<file path="config.mk">
export PLATFORM = sky130hd
export DESIGN_NAME = accum_scratchpad
export DESIGN_NICKNAME = d
export VERILOG_FILES = /design/src/rtl/scratchpad_pkg.sv /design/src/rtl/sat_lane_add.sv /design/src/rtl/accum_scratchpad.sv
export SDC_FILE = /design/constraint.sdc
export NUM_CORES = 1
export LEC_CHECK = 0
export CAP_MARGIN = 20
export CORE_UTILIZATION = 57
export DETAILED_ROUTE_END_ITERATION = 8
export PLACE_DENSITY = 0.76
export SLEW_MARGIN = 20
export SYNTH_ARGS = -nofsm -noshare
export SYNTH_HDL_FRONTEND = slang
export SYNTH_HIERARCHICAL = 1
export SYNTH_SLANG_ARGS = --single-unit
</file>
<file path="constraint.sdc">
create_clock -name clk -period 6.5 [get_ports clk]
set_input_delay 1.3 -clock clk [delete_from_list [all_inputs] [get_ports clk]]
set_output_delay 1.3 -clock clk [all_outputs]
set_load 0.01 [all_outputs]
</file>
<file path="src/rtl/scratchpad_pkg.sv">
// Shared types, write-mode encodings and saturation-bound helpers for the
// accumulating scratchpad.
package scratchpad_pkg;

  typedef enum logic {
    IDLE  = 1'b0,
    CLEAR = 1'b1
  } state_t;

  localparam logic MODE_OVERWRITE  = 1'b0;
  localparam logic MODE_ACCUMULATE = 1'b1;

  // Largest positive value of a w-bit two's complement lane
  function automatic int sat_max(input int unsigned w);
    return (1 << (w - 1)) - 1;
  endfunction

  // Most negative value of a w-bit two's complement lane
  function automatic int sat_min(input int unsigned w);
    return -(1 << (w - 1));
  endfunction

endpackage

</file>
<file path="src/rtl/sat_lane_add.sv">
// One signed lane: WIDTH+1-bit add, clamp to the WIDTH-bit range, flag on clamp.
module sat_lane_add
  import scratchpad_pkg::*;
#(
  parameter int unsigned WIDTH = 8
) (
  input  logic [WIDTH-1:0] i_a,
  input  logic [WIDTH-1:0] i_b,
  output logic [WIDTH-1:0] o_sum_c,
  output logic             o_ovf_c
);

  localparam logic [WIDTH-1:0] LANE_MAX = WIDTH'(sat_max(WIDTH));
  localparam logic [WIDTH-1:0] LANE_MIN = WIDTH'(sat_min(WIDTH));

  logic [WIDTH:0] w_sum;

  assign w_sum = {i_a[WIDTH-1], i_a} + {i_b[WIDTH-1], i_b};

  // Top two bits disagree only when the true sum leaves the WIDTH-bit range
  always_comb begin
    o_sum_c = w_sum[WIDTH-1:0];
    o_ovf_c = 1'b0;
    if (w_sum[WIDTH] != w_sum[WIDTH-1]) begin
      o_ovf_c = 1'b1;
      o_sum_c = w_sum[WIDTH] ? LANE_MIN : LANE_MAX;
    end
  end

endmodule

</file>
<file path="src/rtl/accum_scratchpad.sv">
// Row-addressed scratchpad with overwrite / saturating-accumulate writes,
// registered read port and a zeroing sweep after reset or on request.
module accum_scratchpad
  import scratchpad_pkg::*;
#(
  parameter int unsigned WIDTH       = 8,
  parameter int unsigned PARALLELISM = 1,
  parameter int unsigned HEIGHT      = 128
) (
  input  logic                             clk,
  input  logic                             rst_n,
  input  logic                             CS,
  input  logic [$clog2(HEIGHT)-1:0]        read_addr,
  input  logic                             read_en,
  output logic [PARALLELISM*WIDTH-1:0]     qout,
  output logic                             q_valid,
  input  logic [$clog2(HEIGHT)-1:0]        write_addr,
  input  logic                             write_en,
  input  logic                             acc_mode,
  input  logic [PARALLELISM*WIDTH-1:0]     din,
  input  logic                             clear_start,
  output logic                             busy,
  output logic                             sat_flag
);

  localparam int unsigned AW = $clog2(HEIGHT);
  localparam int unsigned RW = PARALLELISM * WIDTH;
  localparam logic [AW-1:0] LAST_ROW = AW'(HEIGHT - 1);

  logic [RW-1:0]          r_mem [HEIGHT];
  state_t                 r_state;
  state_t                 w_state_nxt;
  logic [AW-1:0]          r_clr_ptr;
  logic [AW-1:0]          w_clr_ptr_nxt;
  logic [RW-1:0]          r_qout;
  logic                   r_q_valid;
  logic                   r_busy;
  logic                   r_sat_flag;
  logic [RW-1:0]          w_old_row;
  logic [RW-1:0]          w_acc_row;
  logic [PARALLELISM-1:0] w_lane_ovf;
  logic                   w_wr_ok;
  logic                   w_rd_ok;
  logic                   w_is_acc;

  assign w_old_row = r_mem[write_addr];
  assign w_is_acc  = (acc_mode == MODE_ACCUMULATE);
  // A clear request in the same cycle pre-empts any write
  assign w_wr_ok   = (r_state == IDLE) && !clear_start && CS && write_en;
  assign w_rd_ok   = CS && read_en;

  for (genvar g = 0; g < PARALLELISM; g++) begin : g_lane
    sat_lane_add #(
      .WIDTH (WIDTH)
    ) u_sat_lane_add (
      .i_a     (w_old_row[g*WIDTH +: WIDTH]),
      .i_b     (din[g*WIDTH +: WIDTH]),
      .o_sum_c (w_acc_row[g*WIDTH +: WIDTH]),
      .o_ovf_c (w_lane_ovf[g])
    );
  end

  // Sweep sequencing
  always_comb begin
    w_state_nxt   = r_state;
    w_clr_ptr_nxt = r_clr_ptr;
    if (clear_start) begin
      w_state_nxt   = CLEAR;
      w_clr_ptr_nxt = '0;
    end else if (r_state == CLEAR) begin
      w_clr_ptr_nxt = r_clr_ptr + AW'(1);
      if (r_clr_ptr == LAST_ROW) begin
        w_state_nxt = IDLE;
      end
    end
  end

  always_ff @(posedge clk or negedge rst_n) begin
    if (!rst_n) begin
      r_state    <= CLEAR;
      r_clr_ptr  <= '0;
      r_busy     <= 1'b1;
      r_qout     <= '0;
      r_q_valid  <= 1'b0;
      r_sat_flag <= 1'b0;
    end else begin
      r_state   <= w_state_nxt;
      r_clr_ptr <= w_clr_ptr_nxt;
      r_busy    <= (w_state_nxt == CLEAR);
      r_q_valid <= w_rd_ok;
      // Contents are not trustworthy until the sweep has passed, so read zero
      r_qout    <= (w_rd_ok && (r_state == IDLE)) ? r_mem[read_addr] : '0;
      if (clear_start) begin
        r_sat_flag <= 1'b0;
      end else if (w_wr_ok && w_is_acc && (|w_lane_ovf)) begin
        r_sat_flag <= 1'b1;
      end
    end
  end

  // Storage array carries no reset; the sweep initialises it
  always_ff @(posedge clk) begin
    if (r_state == CLEAR) begin
      r_mem[r_clr_ptr] <= '0;
    end else if (w_wr_ok) begin
      r_mem[write_addr] <= w_is_acc ? w_acc_row : din;
    end
  end

  assign qout     = r_qout;
  assign q_valid  = r_q_valid;
  assign busy     = r_busy;
  assign sat_flag = r_sat_flag;

endmodule
</file>
==> impl_metrics.tcl, run 1 <==
set metrics [dict create \
    die_h_um 295 \
    cts_buffers 104 \
    timing.final.hold_violations 0 \
    totalNegativeSetupSlack_ns 0 \
    finalNetCount 2918 \
    syn_nets 2745 \
    critical_path_cell_list "clkdlybuf4s50_1 > or3b_2 > o21ai_0 > nor3_1 > nand2_1 > nand4_1 > ha_1 > a211oi_2 > o31ai_4 > o21ai_1 > o21ai_4 > a21oi_1 > mux2i_1 > nor2_4 > buf_4" \
    cts_sinks 1042 \
    synth-seq-cells 1042 \
    global_route.usage.met3 0.0928 \
    design.die.area_um2 87300 \
    critical_path_required_ns 6.91 \
    grt_antenna_before_repair 2 \
    cp.arrival_ns 6.44 \
    p_per_area_nw_per_um2 258 \
    worstSetupEndpointType "flop" \
    grt_setup_unrepaired "no" \
    r2r_setup_slack_ns 2.02 \
    timing.critical_path.fanout_max 48 \
    maximum_number_of_pins_on_one_net_before_global_route_repair 101 \
    drt.antenna.violating_nets 0 \
    globalRouteMet2Util 0.517 \
    most-common-layout-cells "1,024 x edfxtp_1, 470 x mux4_2, 203 x buf_4" \
    mostFrequentLayoutCell "edfxtp_1" \
    fmax_ghz 0.166 \
    grt_pass1_vias 29500 \
    synth.avg_cell_area_um2 18.1 \
    post_route_cells_drive_above_1_share 0.299 \
    gp_routability_congestion 1.02 \
    clock_period_minus_final_worst_setup_slack_ns 6.03 \
    drc_errors 0 \
    clock-skew-final_ns 0.0323 \
    vdd.ir_drop.worst_mv 0.221 \
    yosysWarningCount 6 \
    global_route_wire_length_before_repair_um 210000 \
    gr-total-overflow 0 \
    cts.path.max_buffers 3 \
    hpwlAfterDp_um 101000 \
    placeableCoreArea_um2 85300 \
    route.detailed.wl_per_inst_um 35.8 \
    report.final.setup_viol 0 \
    num_vias 30200 \
    overall_global_routing_usage 0.341 \
    clock_latency_ns 0.69 \
    grt_most_used_layer "met2" \
    drt_pass_1_iters 6 \
    numPortBuffers 39 \
    clock_tree_root_driver_cell "clkbuf_16" \
    cap_viol_max_count 0 \
    worstMarginPinSlew_ns 1.27 \
    outcome "completed" \
    instance_count_of_the_mapped_netlist 2706 \
    hold_class "flop to flop" \
    tritoncts "yes" \
    leakagePower_nw 20.0 \
    cp_slowest_stage_delay_ns 0.80 \
    syn_area_um2 49100 \
    vias_per_cell 7.35 \
    setup.worst_path.class "input port to flop" \
    synth-edff-count 1024 \
    holdBufCountCts 0 \
    cts.reportedPaths.clkPinSlew_ns 0.06 \
    row_count 107 \
    yosys.cell_types.count 64 \
    initial_core_util 0.576 \
    layout-area-overhead-vs-synth_pct 12.7 \
    crit_buf_inv 2 \
    post_cts_resize_count 0 \
    slew_headroom 0.154 \
    boundaryPins 40 \
    hold_slack_ns 0.613 \
    drt-initial-drc-count 4948 \
    fp.dieW_um 295 \
    synth_ff_type "edfxtp_1" \
    fin_crit_sh 0.927 \
    critPathSlowestCell "or3b_2" \
    synth_async_sr_flop_share 0.0173 \
    route.final.wire_length_um 147000 \
    startpoint_type_of_the_worst_setup_path "input port" \
    final-max-slew-violation-count 0 \
    htree_levels 3 \
    cts_post_setup_buffers_inserted 0 \
    synth_sequential_area_ratio 0.636 \
    global_route.usage.met1 0.471 \
    cp_top_family "simple AND/OR/NAND/NOR gates" \
]
==> per-layer routing <==
metal	share of wire	wire [um]
met1	0.35	52000
met4	0.050	7300
met2	0.46	67900
met3	0.14	20100
met5	0	0
==> metrics by stage <==
| step | util | area (um2) | worst slack [ns] | power, mW | cells |
|---|---|---|---|---|---|
| after global placement | 0.609 | 51900 | 0.193 | 8.40 | 3917 |
| final | 0.649 | 55300 | 0.473 | 14.3 | 4110 |
| after global routing | 0.649 | 55300 | 0.454 | 14.6 | 4109 |
| after detailed placement | 0.609 | 51900 | 0.0811 | 8.40 | 3917 |
| after CTS | 0.649 | 55300 | 0.764 | 14.3 | 4109 |
| after floorplan | - | 49100 | 0.0126 | 8.08 | 2706 |
==> kinds of logic after synthesis <==
family | share of synthesized area
flip-flops | 0.636
multiplexers | 0.251
AND/OR/NAND/NOR | 0.0497
AO/OA/AOI/OAI | 0.0385
buffers and inverters | 0.0207
XOR/XNOR | 0.00178
adder cells (fa/ha/maj) | 0.00270
==> cell type report <==
cell class,count,area [um2]
clock buffer,131,2750
antenna,1,2.50
sequential,1042,31200
fill,5646,29900
tap,1144,1430
inverter,5,18.8
multi-input combinational,1464,17000
clock inverter,61,651
timing repair buffer,262,2320
==> flip-flops by register name, summed over array words and instances (netlist names) <==
| name | count |
|---|---|
| r_mem | 1024 |
| qout | 8 |
| r_clr_ptr | 7 |
| busy | 1 |
| q_valid | 1 |
| sat_flag | 1 |
==> final timing paths <==
path,from,endpoint,cells past startpoint
max,write_addr[4],r_mem[13][4]$_DFFE_PP_,15
min,sat_flag$_DFFE_PN0P_,sat_flag$_DFFE_PN0P_,2
max reg2reg,r_mem[126][0]$_DFFE_PP_,r_mem[23][5]$_DFFE_PP_,15
min reg2reg,sat_flag$_DFFE_PN0P_,sat_flag$_DFFE_PN0P_,2
max in group asynchronous,rst_n,busy$_DFF_PN1_,2
min in group asynchronous,rst_n,r_clr_ptr[3]$_DFFE_PN0P_,2
==> report_power, final <==
| group | total (mW) | switching [mW] | leakage, nW | internal, mW |
|---|---|---|---|---|
| Sequential | 7.30 | 0.0106 | 11.5 | 7.29 |
| Clock | 6.01 | 2.58 | 1.65 | 3.44 |
| Combinational | 0.992 | 0.605 | 6.87 | 0.387 |
| Total | 14.3 | 3.19 | 20.0 | 11.1 |
==> worst register-to-register path: stages, from the launching register on <==
cell	delay, ns
edfxtp_1	0.40
mux4_2	0.52
mux2i_1	0.27
a21oi_1	0.15
nand2_1	0.18
nand4_1	0.18
ha_1	0.31
fa_1	0.46
nand3_1	0.15
a21o_1	0.15
a41oi_2	0.23
nor3_4	0.34
a21oi_1	0.08
mux2i_1	0.27
nor2_4	0.07
buf_12	0.19
==> synthesized netlist by cell type, types with 2 or more instances <==
cell,number,share of area
buf_1,17,0.0013
a21o_1,4,0.00061
o2111ai_1,3,0.00054
mux4_2,470,0.22
or3_1,5,0.00064
nor2_1,171,0.013
o21ai_1,4,0.00041
mux2i_1,160,0.033
xor2_1,5,0.00089
buf_2,73,0.0074
edfxtp_1,1024,0.63
o211ai_1,8,0.0012
dfrtp_1,17,0.0087
nand3b_1,15,0.0023
clkbuf_1,67,0.0051
nand2_1,118,0.0090
nand2b_1,17,0.0022
nor3_2,2,0.00041
o21ai_0,50,0.0051
or2_2,2,0.00025
nand3_1,55,0.0056
a22o_1,4,0.00071
mux2_2,12,0.0028
o31ai_1,2,0.00031
a31oi_1,8,0.0010
nor4_1,12,0.0015
ha_1,9,0.0023
and2_1,7,0.00089
a21oi_1,45,0.0046
inv_1,5,0.00038
nor3_1,36,0.0037
a22oi_1,71,0.011
buf_4,29,0.0044
a211oi_1,2,0.00031
and3b_1,2,0.00036
a311oi_1,2,0.00036
nand4_1,13,0.0017
o22ai_1,79,0.010
buf_6,9,0.0021
or3b_2,2,0.00036
nor2b_1,43,0.0055
xnor2_1,5,0.00089
Note: power is estimated with default switching activity, not from simulation.
==> run 2, diff against run 1 <==
- CORE_UTILIZATION: 57 -> 58
- PLACE_DENSITY: 0.76 -> 0.74
- clock period: 6.5 -> 7.4 ns (I/O delays scaled with it)
==> impl_metrics.tcl, run 2 (same netlist as run 1, synthesis figures left out) <==
set metrics [dict create \
    outcome "completed" \
    grt_pass1_vias 29000 \
    setup.worst_path.class "input port to flop" \
    mostFrequentLayoutCell "edfxtp_1" \
    die_h_um 293 \
    cp_slowest_stage_delay_ns 0.87 \
    boundaryPins 40 \
    cap_viol_max_count 0 \
    slew_headroom 0.142 \
    maximum_number_of_pins_on_one_net_before_global_route_repair 129 \
    most-common-layout-cells "1,024 x edfxtp_1, 470 x mux4_2, 163 x nor2_1" \
    hpwlAfterDp_um 99200 \
    cts.path.max_buffers 3 \
    timing.final.hold_violations 0 \
    clock-skew-final_ns 0.0330 \
    grt_antenna_before_repair 3 \
    clock_latency_ns 0.69 \
    post_route_cells_drive_above_1_share 0.269 \
    cts_post_setup_buffers_inserted 0 \
    cts_sinks 1042 \
    route.detailed.wl_per_inst_um 36.5 \
    holdBufCountCts 0 \
    cp.arrival_ns 6.82 \
    worstMarginPinSlew_ns 1.29 \
    worstSetupEndpointType "flop" \
    gp_routability_congestion 1.01 \
    drt-initial-drc-count 4197 \
    initial_core_util 0.587 \
    crit_buf_inv 2 \
    vdd.ir_drop.worst_mv 0.186 \
    report.final.setup_viol 0 \
    drt.antenna.violating_nets 0 \
    fmax_ghz 0.157 \
    vias_per_cell 7.35 \
    numPortBuffers 39 \
    diodes 0 \
    overall_global_routing_usage 0.344 \
    drc_errors 0 \
    placeableCoreArea_um2 83700 \
    detailed_place.area_um2 51100 \
    gr-total-overflow 0 \
    cts.reportedPaths.clkPinSlew_ns 0.06 \
    design.die.area_um2 85800 \
    timing.critical_path.fanout_max 32 \
    clock_tree_root_driver_cell "clkbuf_16" \
    wl_met3_um 17500 \
    largest_reg_flops 1024 \
    global_route_wire_length_before_repair_um 208000 \
    critPathSlowestCell "or3b_2" \
    totalNegativeSetupSlack_ns 0 \
    critical_path_required_ns 7.86 \
    post_cts_resize_count 0 \
    leakagePower_nw 19.3 \
    grt_setup_unrepaired "no" \
    num_vias 29300 \
    clock_period_minus_final_worst_setup_slack_ns 6.36 \
    cts_buffers 105 \
    tritoncts "yes" \
    htree_levels 3 \
    r2r_setup_slack_ns 2.67 \
    row_count 106 \
    fin_crit_sh 0.859 \
    m1WireLength_um 53300 \
    critical_path_cell_list "clkdlybuf4s50_1 > or3b_2 > o22ai_1 > nor3_1 > nand2_1 > nand4_1 > ha_1 > a21oi_1 > o31ai_4 > o21ai_1 > nor3_4 > o21ai_0 > mux2i_1 > nor2_4 > buf_4" \
    top_signal_layer_used "met5" \
    detailroute.wirelength.met2_um 67300 \
    p_per_area_nw_per_um2 225 \
    design_area_um2 54200 \
    layout-area-overhead-vs-synth_pct 10.4 \
    route.final.wire_length_um 145000 \
    drt_pass_1_iters 8 \
    fp.dieW_um 293 \
    startpoint_type_of_the_worst_setup_path "input port" \
    hold_class "flop to flop" \
    cp_top_family "simple AND/OR/NAND/NOR gates" \
    finalNetCount 2814 \
    final-max-slew-violation-count 0 \
    regMostFlops "r_mem" \
]
==> run 2: power breakdown <==
| part | switching [mW] | internal, mW |
|---|---|---|
| clock | 2.21 | 2.70 |
| sequential | 0.00854 | 6.40 |
| combinational | 0.523 | 0.330 |
==> run 2: layout make-up <==
class,count,area (um2)
clock buffers,134,2740
clock inverters,50,350
fillers,5519,29500
inverters,5,18.8
multi-input cells,1464,17000
flip-flops and latches,1042,31200
well taps,1134,1420
repair buffers,157,1490
==> run 2: routing by layer <==
layer  track usage  up-vias
met5             0        -
met4         0.148        4
met3        0.0916      360
met2         0.522     2116
met1         0.477    15300
li1              -    11500
==> run 2: path summary, 6_finish.rpt <==
check	to	from	cells after the start
hold / removal	r_clr_ptr[1]$_DFFE_PN0P_	r_clr_ptr[1]$_DFFE_PN0P_	2
max in group asynchronous	busy$_DFF_PN1_	rst_n	2
min in group asynchronous	r_clr_ptr[2]$_DFFE_PN0P_	rst_n	2
hold reg to reg	r_clr_ptr[1]$_DFFE_PN0P_	r_clr_ptr[1]$_DFFE_PN0P_	2
setup / recovery	r_mem[35][1]$_DFFE_PP_	write_addr[2]	15
setup reg to reg	r_mem[27][7]$_DFFE_PP_	r_mem[92][0]$_DFFE_PP_	14
==> run 2: worst register-to-register path, stage by stage (launching register included) <==
cell and delay [ns]:
edfxtp_1 0.41, mux4_2 0.49, mux2i_1 0.26, a21oi_1 0.15, nand2_1 0.18, nand4_1 0.14, ha_1 0.28, fa_1 0.44
nand3_1 0.14, a21o_1 0.17, a41oi_2 0.24, inv_1 0.12, mux2i_1 0.11, nor2_4 0.71, buf_12 0.39
==> run 2: through the flow <==
stage | setup slack [ns] | power [mW] | std cells | hold slack [ns] | utilization
finish | 1.04 | 12.2 | 3986 | 0.591 | 0.647
global route | 0.829 | 12.4 | 3986 | 0.654 | 0.647
CTS | 1.18 | 12.2 | 3986 | 0.592 | 0.647
detailed placement | 0.501 | 7.37 | 3802 | 0.577 | 0.610
global placement | 0.352 | 7.36 | 3802 | 0.571 | 0.610
floorplan | 0.545 | 7.10 | 2706 | 0.529 | -
